[config.mk]
export PLATFORM = sky130hd
export DESIGN_NAME = bus_err_tracker
export DESIGN_NICKNAME = d
export VERILOG_FILES = /design/src/rtl/bus_err_tracker.sv
export SDC_FILE = /design/constraint.sdc
export NUM_CORES = 1
export LEC_CHECK = 0
export ABC_AREA = 1
export CORE_ASPECT_RATIO = 0.75
export CORE_UTILIZATION = 60
export CTS_BUF_LIST = sky130_fd_sc_hd__clkbuf_8
export CTS_CLUSTER_DIAMETER = 40
export DETAILED_ROUTE_END_ITERATION = 8
export GPL_TIMING_DRIVEN = 0
export PLACE_DENSITY_LB_ADDON = 0.12
export SYNTH_ARGS = -nofsm -noshare
export SYNTH_HDL_FRONTEND = slang
export SYNTH_SLANG_ARGS = --single-unit
export TNS_END_PERCENT = 30
[constraint.sdc]
create_clock -name clk_i -period 11.7 [get_ports clk_i]
set_input_delay 2.34 -clock clk_i [delete_from_list [all_inputs] [get_ports clk_i]]
set_output_delay 2.34 -clock clk_i [all_outputs]
set_load 0.005 [all_outputs]
[src/rtl/bus_err_tracker.sv]
`default_nettype none
// ============================================================================
// Module  : bus_err_tracker
// Brief   : Per-channel outstanding-address tracking with an error log FIFO,
//           saturating error/drop counters and a usage-threshold interrupt.
// Revision: 1.0
// ============================================================================
module bus_err_tracker #(
    parameter int unsigned AddrWidth       = 48,
    parameter int unsigned ErrBits         = 3,
    parameter int unsigned NumChannels     = 2,
    parameter int unsigned NumOutstanding  = 4,
    parameter int unsigned NumStoredErrors = 8,
    parameter bit          DropOldest      = 1'b0,
    parameter int unsigned CntWidth        = 16
) (
    input  logic                                                      clk_i,
    input  logic                                                      rst_ni,
    input  logic                                                      testmode_i,
    input  logic                                                      clear_i,
    input  logic [NumChannels-1:0]                                    req_hs_valid_i,
    input  logic [AddrWidth-1:0]                                      req_addr_i,
    input  logic [NumChannels-1:0]                                    rsp_hs_valid_i,
    input  logic [NumChannels-1:0]                                    rsp_burst_last_i,
    input  logic [ErrBits-1:0]                                        rsp_err_i,
    input  logic [ErrBits-1:0]                                        err_mask_i,
    input  logic [$clog2(NumStoredErrors+1)-1:0]                      irq_thresh_i,
    output logic                                                      err_valid_o,
    input  logic                                                      err_ready_i,
    output logic [AddrWidth-1:0]                                      err_addr_o,
    output logic [ErrBits-1:0]                                        err_code_o,
    output logic [((NumChannels > 1) ? $clog2(NumChannels) : 1)-1:0]  err_chan_o,
    output logic                                                      err_unexp_o,
    output logic [CntWidth-1:0]                                       err_count_o,
    output logic [CntWidth-1:0]                                       drop_count_o,
    output logic                                                      track_lost_o,
    output logic                                                      err_irq_o
);

    localparam int unsigned C_CHAN_W = (NumChannels > 1) ? $clog2(NumChannels) : 1;
    localparam int unsigned C_APTR_W = (NumOutstanding > 1) ? $clog2(NumOutstanding) : 1;
    localparam int unsigned C_ACNT_W = $clog2(NumOutstanding + 1);
    localparam int unsigned C_LPTR_W = (NumStoredErrors > 1) ? $clog2(NumStoredErrors) : 1;
    localparam int unsigned C_LCNT_W = $clog2(NumStoredErrors + 1);
    localparam int unsigned C_ENT_W  = AddrWidth + ErrBits + C_CHAN_W + 1;

    logic                    w_unused_testmode;
    logic [AddrWidth-1:0]    w_head [NumChannels];
    logic [NumChannels-1:0]  w_has;
    logic [NumChannels-1:0]  w_lost;

    assign w_unused_testmode = testmode_i;

    // ------------------------------------------------------------------------
    // Per-channel outstanding address FIFOs
    // ------------------------------------------------------------------------
    for (genvar gi = 0; gi < NumChannels; gi++) begin : g_chan
        logic [AddrWidth-1:0] r_mem [NumOutstanding];
        logic [C_APTR_W-1:0]  r_rd;
        logic [C_APTR_W-1:0]  r_wr;
        logic [C_ACNT_W-1:0]  r_cnt;
        logic                 w_empty;
        logic                 w_full;
        logic                 w_pop;
        logic                 w_push;

        assign w_empty    = (r_cnt == '0);
        assign w_full     = (r_cnt == C_ACNT_W'(NumOutstanding));
        assign w_pop      = rsp_hs_valid_i[gi] & rsp_burst_last_i[gi] & ~w_empty;
        assign w_push     = req_hs_valid_i[gi] & (~w_full | w_pop);
        assign w_lost[gi] = req_hs_valid_i[gi] & w_full & ~w_pop;
        assign w_head[gi] = r_mem[r_rd];
        assign w_has[gi]  = ~w_empty;

        always_ff @(posedge clk_i or negedge rst_ni) begin
            if (!rst_ni) begin
                r_rd  <= '0;
                r_wr  <= '0;
                r_cnt <= '0;
            end else begin
                if (w_push) begin
                    r_wr <= (r_wr == C_APTR_W'(NumOutstanding - 1)) ? '0 : r_wr + 1'b1;
                end
                if (w_pop) begin
                    r_rd <= (r_rd == C_APTR_W'(NumOutstanding - 1)) ? '0 : r_rd + 1'b1;
                end
                r_cnt <= r_cnt + C_ACNT_W'(w_push) - C_ACNT_W'(w_pop);
            end
        end

        always_ff @(posedge clk_i) begin
            if (w_push) begin
                r_mem[r_wr] <= req_addr_i;
            end
        end
    end

    // ------------------------------------------------------------------------
    // Error detection on the (one-hot) responding channel
    // ------------------------------------------------------------------------
    logic [C_CHAN_W-1:0]  w_sel_chan;
    logic [AddrWidth-1:0] w_sel_addr;
    logic                 w_sel_has;
    logic                 w_err;
    logic [C_ENT_W-1:0]   w_entry;

    always_comb begin
        w_sel_chan = '0;
        w_sel_addr = '0;
        w_sel_has  = 1'b0;
        for (int i = 0; i < NumChannels; i++) begin
            if (rsp_hs_valid_i[i]) begin
                w_sel_chan = C_CHAN_W'(i);
                w_sel_addr = w_head[i];
                w_sel_has  = w_has[i];
            end
        end
    end

    assign w_err   = (|rsp_hs_valid_i) & (|(rsp_err_i & ~err_mask_i));
    // An error with nothing outstanding is logged as unexpected at address 0
    assign w_entry = {(w_sel_has ? w_sel_addr : {AddrWidth{1'b0}}),
                      rsp_err_i, w_sel_chan, ~w_sel_has};

    // ------------------------------------------------------------------------
    // Error log FIFO
    // ------------------------------------------------------------------------
    logic [C_ENT_W-1:0]  r_lmem [NumStoredErrors];
    logic [C_LPTR_W-1:0] r_lrd;
    logic [C_LPTR_W-1:0] r_lwr;
    logic [C_LCNT_W-1:0] r_lcnt;
    logic                w_lfull;
    logic                w_rd_pop;
    logic                w_new;
    logic                w_drop;
    logic                w_evict;
    logic                w_lpush;
    logic                w_lpop;
    logic [C_ENT_W-1:0]  w_lhead;

    assign err_valid_o = (r_lcnt != '0);
    assign w_lfull     = (r_lcnt == C_LCNT_W'(NumStoredErrors));
    assign w_rd_pop    = err_valid_o & err_ready_i;
    assign w_new       = w_err & ~clear_i;
    assign w_drop      = w_new & w_lfull & ~w_rd_pop;
    assign w_evict     = w_drop & DropOldest;
    assign w_lpush     = w_new & (~w_drop | DropOldest);
    assign w_lpop      = w_rd_pop | w_evict;
    assign w_lhead     = r_lmem[r_lrd];

    always_ff @(posedge clk_i or negedge rst_ni) begin
        if (!rst_ni) begin
            r_lrd  <= '0;
            r_lwr  <= '0;
            r_lcnt <= '0;
        end else if (clear_i) begin
            r_lrd  <= '0;
            r_lwr  <= '0;
            r_lcnt <= '0;
        end else begin
            if (w_lpush) begin
                r_lwr <= (r_lwr == C_LPTR_W'(NumStoredErrors - 1)) ? '0 : r_lwr + 1'b1;
            end
            if (w_lpop) begin
                r_lrd <= (r_lrd == C_LPTR_W'(NumStoredErrors - 1)) ? '0 : r_lrd + 1'b1;
            end
            r_lcnt <= r_lcnt + C_LCNT_W'(w_lpush) - C_LCNT_W'(w_lpop);
        end
    end

    always_ff @(posedge clk_i) begin
        if (w_lpush) begin
            r_lmem[r_lwr] <= w_entry;
        end
    end

    // Gating keeps the read port at zero whenever the log is empty
    assign {err_addr_o, err_code_o, err_chan_o, err_unexp_o} =
        err_valid_o ? w_lhead : {C_ENT_W{1'b0}};

    // ------------------------------------------------------------------------
    // Counters, sticky loss flag and interrupt
    // ------------------------------------------------------------------------
    logic [CntWidth-1:0] r_err_cnt;
    logic [CntWidth-1:0] r_drop_cnt;
    logic                r_lost;
    logic                r_irq;
    logic [C_LCNT_W-1:0] w_thr;

    assign w_thr = (irq_thresh_i == '0) ? C_LCNT_W'(1) : irq_thresh_i;

    always_ff @(posedge clk_i or negedge rst_ni) begin
        if (!rst_ni) begin
            r_err_cnt  <= '0;
            r_drop_cnt <= '0;
            r_lost     <= 1'b0;
            r_irq      <= 1'b0;
        end else if (clear_i) begin
            r_err_cnt  <= '0;
            r_drop_cnt <= '0;
            r_lost     <= 1'b0;
            r_irq      <= 1'b0;
        end else begin
            if (w_err && (r_err_cnt != '1)) begin
                r_err_cnt <= r_err_cnt + 1'b1;
            end
            if (w_drop && (r_drop_cnt != '1)) begin
                r_drop_cnt <= r_drop_cnt + 1'b1;
            end
            r_lost <= r_lost | (|w_lost);
            r_irq  <= (r_lcnt >= w_thr);
        end
    end

    assign err_count_o  = r_err_cnt;
    assign drop_count_o = r_drop_cnt;
    assign track_lost_o = r_lost;
    assign err_irq_o    = r_irq;

`ifndef SYNTHESIS
    a_req_onehot: assert property (@(posedge clk_i) disable iff (!rst_ni)
        $onehot0(req_hs_valid_i));
    a_rsp_onehot: assert property (@(posedge clk_i) disable iff (!rst_ni)
        $onehot0(rsp_hs_valid_i));
`endif

endmodule
`default_nettype wire

==> results of run 1 <==
==> cell usage after synthesis (4+ instances only) <==
library cell | number | area [µm²]
edfxtp_1 | 808 | 24300
nand3_1 | 283 | 1420
o22ai_1 | 55 | 344
dfrtp_1 | 58 | 1450
nand4_1 | 27 | 169
buf_6 | 9 | 101
o21bai_1 | 5 | 37.5
buf_1 | 9 | 33.8
nor2_1 | 382 | 1430
o21ai_1 | 33 | 165
a21oi_1 | 56 | 280
a211oi_1 | 47 | 353
xnor2_1 | 5 | 43.8
mux2i_1 | 53 | 531
clkbuf_1 | 110 | 413
nor2_4 | 5 | 56.3
inv_2 | 4 | 15.0
nand2_1 | 526 | 1970
buf_4 | 6 | 45.0
o21ai_0 | 251 | 1260
inv_1 | 66 | 248
xor2_1 | 10 | 87.6
buf_2 | 37 | 185
ha_1 | 29 | 363
==> sequential cells by signal, indices dropped and copies added, names as in the netlist <==
register      count
r_lrd             3
err_count_o      16
g_chan.r_cnt      6
err_irq_o         1
g_chan.r_mem    384
drop_count_o     16
track_lost_o      1
r_lmem          424
g_chan.r_rd       4
g_chan.r_wr       4
r_lcnt            4
r_lwr             3
==> layout make-up <==
class,instances,area (µm²),share of cell area
Antenna cell,5,12.5,0.000304
Multi-Input combinational cell,1789,8980,0.218
Tap cell,780,976,0.0237
Buffer,171,778,0.0189
Timing Repair Buffer,182,2070,0.0503
Clock buffer,142,1950,0.0475
Sequential cell,866,25700,0.625
Clock inverter,83,415,0.0101
Inverter,70,263,0.00638
==> routing by layer <==
metal	wire length, µm	vias to the layer above	GRT usage
li1	-	11000	-
met3	8270	163	0.0568
met2	41200	1097	0.468
met1	36600	11500	0.423
met5	42	-	0
met4	2260	6	0.119
==> critical path, stage by stage (launching register included) <==
cell	delay, ns
dfrtp_1	0.39
clkbuf_1	0.42
inv_1	0.56
clkbuf_1	0.43
o21ai_1	0.13
nor2_1	0.33
clkdlybuf4s50_1	0.58
==> cell families (layout without fill, tap and decap cells) <==
group,Yosys count,in the layout,synth area share
AND/OR/NAND/NOR,1239,1239,0.146
multiplexers,53,53,0.0149
other,0,5,0
buffers and inverters,241,648,0.0293
XOR/XNOR,15,15,0.00370
flip-flops,866,866,0.724
AO/OA/AOI/OAI,450,450,0.0693
adder cells (fa/ha/maj),32,32,0.0119
==> path summary, 6_finish.rpt <==
path / from / end / depth (start not counted)
hold reg to reg: track_lost_o$_DFF_PN0_ / track_lost_o$_DFF_PN0_ / 2
min in group asynchronous: rst_ni / err_count_o[10]$_DFFE_PN0P_ / 1
setup reg to reg: g_chan[1].r_rd[0]$_DFFE_PN0N_ / r_lmem[4][32]$_DFFE_PP_ / 7
max in group asynchronous: rst_ni / g_chan[0].r_cnt[2]$_DFF_PN0_ / 2
hold / removal: track_lost_o$_DFF_PN0_ / track_lost_o$_DFF_PN0_ / 2
setup / recovery: r_lrd[2]$_DFFE_PN0P_ / err_addr_o[40] / 6
==> through the flow <==
step	area, µm²	power (µW)	hold WS [ns]	cells	util
after global placement	38000	6810	0.485	3830	0.656
after detailed placement	38700	6980	0.509	3857	0.669
final	41200	9260	0.520	4088	0.711
after CTS	41100	9250	0.528	4082	0.710
after floorplan	35500	5700	0.479	2896	-
after global routing	41200	9700	0.553	4084	0.711
==> power groups by stage <==
stage | clock, µW | sequential [µW] | combinational, µW
2_1_floorplan | 0 | 4070 | 1630
3_3_place_gp | 0 | 4120 | 2690
3_5_place_dp | 0 | 4080 | 2890
4_1_cts | 2320 | 4020 | 2910
5_1_grt | 2450 | 4050 | 3210
6_report | 2290 | 4020 | 2950
==> impl_metrics.py, run 1 <==
metrics = {
    "power": {
        "netSwitchingFraction": 0.347,
        "power.density_nw_per_um2": 225,
        "seqPwrFrac": 0.435,
        "p_comb_frac": 0.318,
        "clock_power_share": 0.247,
        "cellLeakagePower_uw": 0.0146,
        "internal_power_uw": 6050,
        "switching_power_uw": 3210,
        "peakVddDrop_uv": 113,
    },
    "clock_network": {
        "hold_buffers": 0,
        "worstSkewPairLatency_ns": 0.76,
        "cts_resized": 0,
        "path_clk_slew_ns": 0.07,
        "numCtsBuffers": 134,
        "cts_setup_buffers": 0,
        "cts_tree": "done",
        "h-tree-depth": 4,
        "cts.sinks": 866,
        "clock_path_buffers": 3,
        "ctsRootBufferMaster": "clkbuf_8",
    },
    "job": {
        "cap_violations": 1,
    },
    "timing": {
        "rsz0062_at_grt": "false",
        "slew_viol_final": 9,
        "tightest_slew_ns": 1.54,
        "relSlewSlack": -0.0337,
        "min_period_over_period": 0.510,
        "fmax_mhz": 168,
        "finalHoldViolations": 0,
        "setup_violations": 0,
        "setup_slack_ns": 5.74,
        "final.setup.tns_ns": 0,
        "finalClockSkew_ns": 0.0261,
        "fin_crit_ns": 5.96,
    },
    "synth": {
        "syn_inst": 2896,
        "yosys_warnings": 0,
        "avgSynthCellArea_um2": 12.3,
        "yosysSeqAreaShare": 0.724,
        "async_flop_share": 0.0670,
        "synth_cell_types": 40,
        "ys_dominant_reg_cell": "edfxtp_1",
        "ys_ff_latch": 866,
        "synthesis.nets": 2997,
        "syn-cell-area_um2": 35500,
        "synth-edff-count": 808,
    },
    "route": {
        "vias": 23700,
        "route.antenna.remaining_nets": 0,
        "vias_per_cell": 5.81,
        "dr.pass1.iters": 5,
        "drtIter0Drc": 2708,
        "drcViolationCount": 0,
        "drt-wirelength-per-cell_um": 21.6,
        "routed_wl_um": 88400,
    },
    "final_layout": {
        "final_cell_mix": "edfxtp_1 (808), nand2_1 (526), nor2_1 (366)",
        "layout_commonest_cell": "edfxtp_1",
        "layout-drive-gt1-share": 0.0911,
        "nNetsFinal": 3315,
        "areaGrowthSynthToFinish_pct": 16.0,
        "num-fill-cells": 3964,
    },
    "placement": {
        "hpwl_um": 59300,
        "io_buffer_count": 154,
        "place_ws_ns": 5.39,
        "gp_congestion": 0.877,
    },
    "floorplanning": {
        "rows": 76,
        "die_w_um": 283,
        "dieHeight_um": 213,
        "boundaryPins": 157,
        "initial_core_util": 0.613,
        "core_um2": 57900,
        "dieArea_um2": 60200,
    },
    "global_route": {
        "gr-total-overflow": 0,
        "grt_pass1_vias": 23300,
        "antenna_found_initial": 5,
        "grt_max_degree": 35,
        "grtUsageTotal": 0.300,
        "grt_first_pass_wirelength_um": 133000,
    },
    "setup_path": {
        "rrSetupSlack_ns": 8.36,
        "crit_arrival_ns": 3.62,
        "endpoint_kind": "primary output",
        "cp.required_ns": 9.36,
        "worstSetupStartpointType": "register",
        "crit_path_max_fanout": 10,
        "critPathKind": "reg2out",
    },
    "outcome": {
        "violations": "max-capacitance violations, max-slew violations",
        "outcome": "complete, but fails checks",
    },
    "min_path": {
        "min_path_type": "reg2reg",
    },
}
Note: power is estimated with default switching activity, not from simulation.
==> inputs of run 2 (changes only) <==
--- a/config.mk
+++ b/config.mk
@@ -7,7 +7,7 @@
 export LEC_CHECK = 0
 export ABC_AREA = 1
 export CORE_ASPECT_RATIO = 0.75
-export CORE_UTILIZATION = 60
+export CORE_UTILIZATION = 57
 export CTS_BUF_LIST = sky130_fd_sc_hd__clkbuf_8
 export CTS_CLUSTER_DIAMETER = 40
 export DETAILED_ROUTE_END_ITERATION = 8
==> constraint.sdc (replaced) <==
create_clock -name clk_i -period 5.1 [get_ports clk_i]
set_input_delay 1.02 -clock clk_i [delete_from_list [all_inputs] [get_ports clk_i]]
set_output_delay 1.02 -clock clk_i [all_outputs]
set_load 0.005 [all_outputs]
==> run 2 against run 1 <==
Effect of this change: the flow now finishes without violations; largest power group unchanged; count of clock-buffer cells in the layout is 2 lower; highest routed layer unchanged; critical path depth stayed put; critical path type unchanged; sequential power is 130% higher; non-clock buffer count is 11 lower; largest cell class unchanged.
==> impl_metrics.py, run 2 (same netlist as run 1, synthesis figures left out) <==
metrics = {
    "placement": {
        "io_buffer_count": 154,
        "hpwl_um": 58900,
        "dp.cells": 3867,
        "gp_congestion": 0.859,
        "placed_area_um2": 38600,
    },
    "setup_path": {
        "critPathKind": "reg2out",
        "crit_path_max_fanout": 10,
        "cp_slowest_cell": "clkdlybuf4s50_1",
        "critPathTopFamily": "buffers and inverters",
        "endpoint_kind": "primary output",
        "path_common_cell": "clkbuf_1",
        "crit_arrival_ns": 3.69,
        "path_cells": "clkbuf_1, inv_1, clkbuf_1, o21ai_1, nor2_1, clkdlybuf4s50_1",
        "cp.required_ns": 4.08,
        "worstSetupStartpointType": "register",
        "cpPeakStageDelay_ns": 0.58,
        "path_buf_inv": 4,
    },
    "timing": {
        "finalHoldViolations": 0,
        "rsz0062_at_grt": "false",
        "relSlewSlack": 0.0415,
        "finalClockSkew_ns": 0.0262,
        "fin_crit_ns": 4.71,
        "slew_viol_final": 0,
        "setup_violations": 0,
        "min_period_over_period": 0.923,
        "tightest_slew_ns": 1.43,
        "fmax_mhz": 212,
    },
    "clock_network": {
        "numCtsBuffers": 133,
        "ctsRootBufferMaster": "clkbuf_8",
        "cts.sinks": 866,
        "worstSkewPairLatency_ns": 0.77,
        "hold_buffers": 0,
        "cts_resized": 0,
        "cts_tree": "done",
        "cts_setup_buffers": 0,
        "clock_path_buffers": 3,
        "h-tree-depth": 4,
        "path_clk_slew_ns": 0.06,
    },
    "final_layout": {
        "largest_reg_flops": 424,
        "largestRegisters": "r_lmem (424), g_chan.r_mem (384)",
        "layout_commonest_cell": "edfxtp_1",
        "num-fill-cells": 4389,
        "final_cell_count_no_fill": 4096,
        "areaGrowthSynthToFinish_pct": 15.5,
        "regMostFlops": "r_lmem",
        "nNetsFinal": 3303,
        "layout-drive-gt1-share": 0.0875,
        "final_cell_mix": "edfxtp_1 (808), nand2_1 (526), nor2_1 (366)",
        "finish.instance_area_um2": 41000,
    },
    "floorplanning": {
        "dieArea_um2": 63300,
        "die_w_um": 290,
        "core_um2": 61000,
        "boundaryPins": 157,
        "rows": 78,
        "dieHeight_um": 218,
        "initial_core_util": 0.582,
    },
    "global_route": {
        "grt_first_pass_wirelength_um": 135000,
        "antenna_found_initial": 6,
        "grtUsageTotal": 0.286,
        "grt_pass1_vias": 23400,
        "gr-total-overflow": 0,
        "grt_max_degree": 59,
    },
    "route": {
        "drt-wirelength-per-cell_um": 21.7,
        "drcViolationCount": 0,
        "vias": 23700,
        "dr.pass1.iters": 5,
        "vias_per_cell": 5.79,
        "drtIter0Drc": 2350,
        "route.antenna.remaining_nets": 0,
        "routed_wl_um": 89100,
    },
    "min_path": {
        "min_path_type": "in2async",
    },
    "power": {
        "power.density_nw_per_um2": 517,
        "peakVddDrop_uv": 286,
        "cellLeakagePower_uw": 0.0146,
    },
    "job": {
        "cap_violations": 0,
    },
    "outcome": {
        "outcome": "finished, final reports clean",
    },
}
-- run 2: cell count changes in the layout (fill, tap and decap cells not counted), sizes merged --
cell | previous run | this run
buf | 89 | 79
clkbuf | 253 | 250
clkinv | 37 | 29
clkinvlp | 3 | 2
diode | 5 | 4
inv | 110 | 121
-- run 2: path summary, 6_finish.rpt --
check,cells past startpoint,start,to,slack (ns)
worst min register to register,1,g_chan[1].r_cnt[0]$_DFF_PN0_,g_chan[1].r_cnt[0]$_DFF_PN0_,0.52
worst max register to register,6,g_chan[0].r_rd[1]$_DFFE_PN0N_,r_lmem[7][47]$_DFFE_PP_,1.89
max in group asynchronous,1,rst_ni,r_lrd[1]$_DFFE_PN0P_,4.18
worst min-delay path,1,rst_ni,err_count_o[10]$_DFFE_PN0P_,0.34
min in group clk_i,1,g_chan[1].r_cnt[0]$_DFF_PN0_,g_chan[1].r_cnt[0]$_DFF_PN0_,0.52
worst max-delay path,6,r_lrd[2]$_DFFE_PN0P_,err_addr_o[41],0.39
-- run 2: final cells by class --
type                       instances  area [µm²]  share of cell area
timing repair buffer             171        1880              0.0458
clock inverter                    85         422              0.0103
multi-input combinational       1789        9000               0.220
clock buffer                     140        1930              0.0470
sequential                       866       25700               0.627
antenna                            4        10.0            0.000244
inverter                          70         263             0.00641
tap                              800        1000              0.0244
buffer                           171         778              0.0190
-- run 2: per-stage QoR --
stage	total power, µW	util	hold WS (ns)	setup slack (ns)	setup TNS [ns]
2_1_floorplan	13100	-	0.479	0.649	0
3_3_place_gp	15700	0.624	0.485	-2.21	-1329.33
3_5_place_dp	16000	0.633	0.503	0.149	0
4_1_cts	21200	0.671	0.326	0.376	0
5_1_grt	22300	0.672	0.371	0.263	0
6_report	21200	0.672	0.336	0.394	0
-- run 2: routing by layer --
layer	routed length [µm]	up-vias	global-route usage
li1	-	11000	-
met1	37100	11400	0.398
met2	40500	1095	0.443
met3	8800	189	0.0613
met4	2610	6	0.118
met5	41	-	0
-- run 2: report_power, final --
| group | internal, µW | total [µW] | switching (µW) | leakage (µW) |
|---|---|---|---|---|
| logic | 2150 | 6740 | 4590 | 0.00503 |
| clock network | 2670 | 5210 | 2540 | 0.00138 |
| registers | 8990 | 9240 | 245 | 0.00817 |
| total | 13800 | 21200 | 7380 | 0.0146 |
==> inputs of run 3 (changes only) <==
--- a/config.mk
+++ b/config.mk
@@ -6,8 +6,11 @@
 export NUM_CORES = 1
 export LEC_CHECK = 0
 export ABC_AREA = 1
+export CELL_PAD_IN_SITES_DETAIL_PLACEMENT = 1
+export CELL_PAD_IN_SITES_GLOBAL_PLACEMENT = 2
 export CORE_ASPECT_RATIO = 0.75
-export CORE_UTILIZATION = 57
+export CORE_MARGIN = 2
+export CORE_UTILIZATION = 39
 export CTS_BUF_LIST = sky130_fd_sc_hd__clkbuf_8
 export CTS_CLUSTER_DIAMETER = 40
 export DETAILED_ROUTE_END_ITERATION = 8
==> constraint.sdc (replaced) <==
create_clock -name clk_i -period 5.1 [get_ports clk_i]
set_input_delay 0.765 -clock clk_i [delete_from_list [all_inputs] [get_ports clk_i]]
set_output_delay 0.765 -clock clk_i [all_outputs]
set_load 0.005 [all_outputs]
==> run 3 against run 2 <==
Effect of this change: clock skew increased by 0.0056 ns; power increased by 6.8%; core utilization decreased by 20 points; maximum frequency increased by 0.38%; via count increased by 1.4%; critical path type unchanged; largest cell class unchanged.
==> impl_metrics.py, run 3 (same netlist as run 1, synthesis figures left out) <==
metrics = {
    "outcome": {
        "outcome": "finished, final reports clean",
    },
    "setup_path": {
        "path_common_cell": "nor2_1",
        "path_buf_inv": 4,
        "worstSetupStartpointType": "register",
        "path_cells": "inv_1, buf_2, buf_2, nor2_1, o22ai_1, nor2_1, nor2_1, clkdlybuf4s50_1",
        "reg2reg_to": "r_lmem[1][38]$_DFFE_PP_",
        "path_depth": 8,
        "r2r_start": "g_chan[0].r_rd[0]$_DFFE_PN0N_",
        "critPathTopFamily": "buffers and inverters",
        "crit_path_max_fanout": 10,
        "cpPeakStageDelay_ns": 0.64,
        "cp_slowest_cell": "dfrtp_1",
        "critPathKind": "reg2out",
        "rrSetupSlack_ns": 1.89,
        "endpoint_kind": "primary output",
        "cp.required_ns": 4.34,
        "endpoint": "err_addr_o[40]",
        "crit_arrival_ns": 3.92,
        "crit_path_start": "r_lrd[0]$_DFFE_PN0P_",
        "r2r_cells": 8,
    },
    "clock_network": {
        "worstSkewPairLatency_ns": 0.80,
        "numCtsBuffers": 149,
        "clock_path_buffers": 3,
        "cts_setup_buffers": 0,
        "cts_tree": "done",
        "path_clk_slew_ns": 0.06,
        "hold_buffers": 0,
        "cts.sinks": 866,
        "h-tree-depth": 4,
        "cts_resized": 0,
        "ctsRootBufferMaster": "clkbuf_8",
    },
    "route": {
        "vias_per_cell": 5.26,
        "routed_wl_um": 108000,
        "vias": 24000,
        "drtIter0Drc": 1833,
        "drcViolationCount": 0,
        "route.antenna.remaining_nets": 0,
        "drt-wirelength-per-cell_um": 23.6,
        "dr.pass1.iters": 6,
    },
    "timing": {
        "tightest_slew_ns": 1.33,
        "fmax_mhz": 213,
        "min_period_over_period": 0.919,
        "setup_slack_ns": 0.411,
        "rsz0062_at_grt": "false",
        "relSlewSlack": 0.111,
        "finalClockSkew_ns": 0.0318,
        "setup_violations": 0,
        "finalHoldViolations": 0,
        "slew_viol_final": 0,
        "fin_crit_ns": 4.69,
    },
    "global_route": {
        "grtUsageTotal": 0.231,
        "grt_max_degree": 59,
        "antenna_found_initial": 7,
        "grt_first_pass_wirelength_um": 161000,
        "gr-total-overflow": 0,
        "grt_pass1_vias": 25400,
    },
    "final_layout": {
        "layout-drive-gt1-share": 0.103,
        "finish.instance_area_um2": 42500,
        "layout_commonest_cell": "edfxtp_1",
        "postLayoutCoreUtil": 0.472,
        "regMostFlops": "r_lmem",
        "nNetsFinal": 3340,
        "final_cell_mix": "edfxtp_1 (808), nand2_1 (526), nor2_1 (366)",
        "largestRegisters": "r_lmem (424), g_chan.r_mem (384)",
        "areaGrowthSynthToFinish_pct": 19.6,
        "largest_reg_flops": 424,
    },
    "placement": {
        "hpwl_um": 73600,
        "placed_area_um2": 39600,
        "gp_congestion": 0.782,
        "io_buffer_count": 154,
        "place_ws_ns": 0.104,
    },
    "power": {
        "peakVddDrop_uv": 248,
        "finalPower_uw": 22600,
        "cellLeakagePower_uw": 0.0150,
        "power.density_nw_per_um2": 533,
    },
    "floorplanning": {
        "dieArea_um2": 93500,
        "initial_core_util": 0.395,
        "die_w_um": 352,
        "dieHeight_um": 265,
        "rows": 95,
        "core_um2": 89900,
        "boundaryPins": 157,
    },
    "min_path": {
        "min_path_type": "in2async",
    },
    "job": {
        "cap_violations": 0,
    },
}
-- run 3: worst min-delay path by stage --
stage                                   endpoint  cells after the start
global placement    g_chan[1].r_cnt[0]$_DFF_PN0_                      1
floorplan            drop_count_o[0]$_DFFE_PN0P_                      0
detailed placement  g_chan[1].r_cnt[0]$_DFF_PN0_                      1
CTS                   err_count_o[0]$_DFFE_PN0P_                      1
finish               err_count_o[10]$_DFFE_PN0P_                      1
global route         err_count_o[10]$_DFFE_PN0P_                      1
-- run 3: report_power, final --
part	switching (µW)	leakage [µW]	total, µW	internal, µW
clock network	2840	0.00160	6140	3290
logic	4970	0.00522	7240	2270
registers	247	0.00817	9230	8990
total	8060	0.0150	22600	14600
-- run 3: through the flow --
step,hold WS (ns),setup TNS [ns],std cells
final,0.0723,0,4570
after global routing,0.0898,0,4569
after CTS,0.0647,0,4568
after detailed placement,0.500,0,4300
after global placement,0.491,-1717.54,4262
after floorplan,0.469,0,2896
-- run 3: final cells by class --
class                      instances  area (µm²)
tap                             1212        1520
clock buffer                     156        2150
clock inverter                   112         728
multi-input combinational       1789        9010
fill                            9407       47400
antenna                            2        5.00
timing repair buffer             192        2290
buffer                           171         778
inverter                          70         263
sequential                       866       25700
-- run 3: routing by layer --
metal / global-route usage / part of all wire / routed length (µm) / vias to the layer above
li1: - / - / - / 11100
met1: 0.320 / 0.46 / 49900 / 12200
met2: 0.367 / 0.46 / 49400 / 572
met3: 0.0506 / 0.057 / 6150 / 165
met4: 0.0657 / 0.021 / 2250 / 10
met5: 0 / 0.00063 / 68 / -
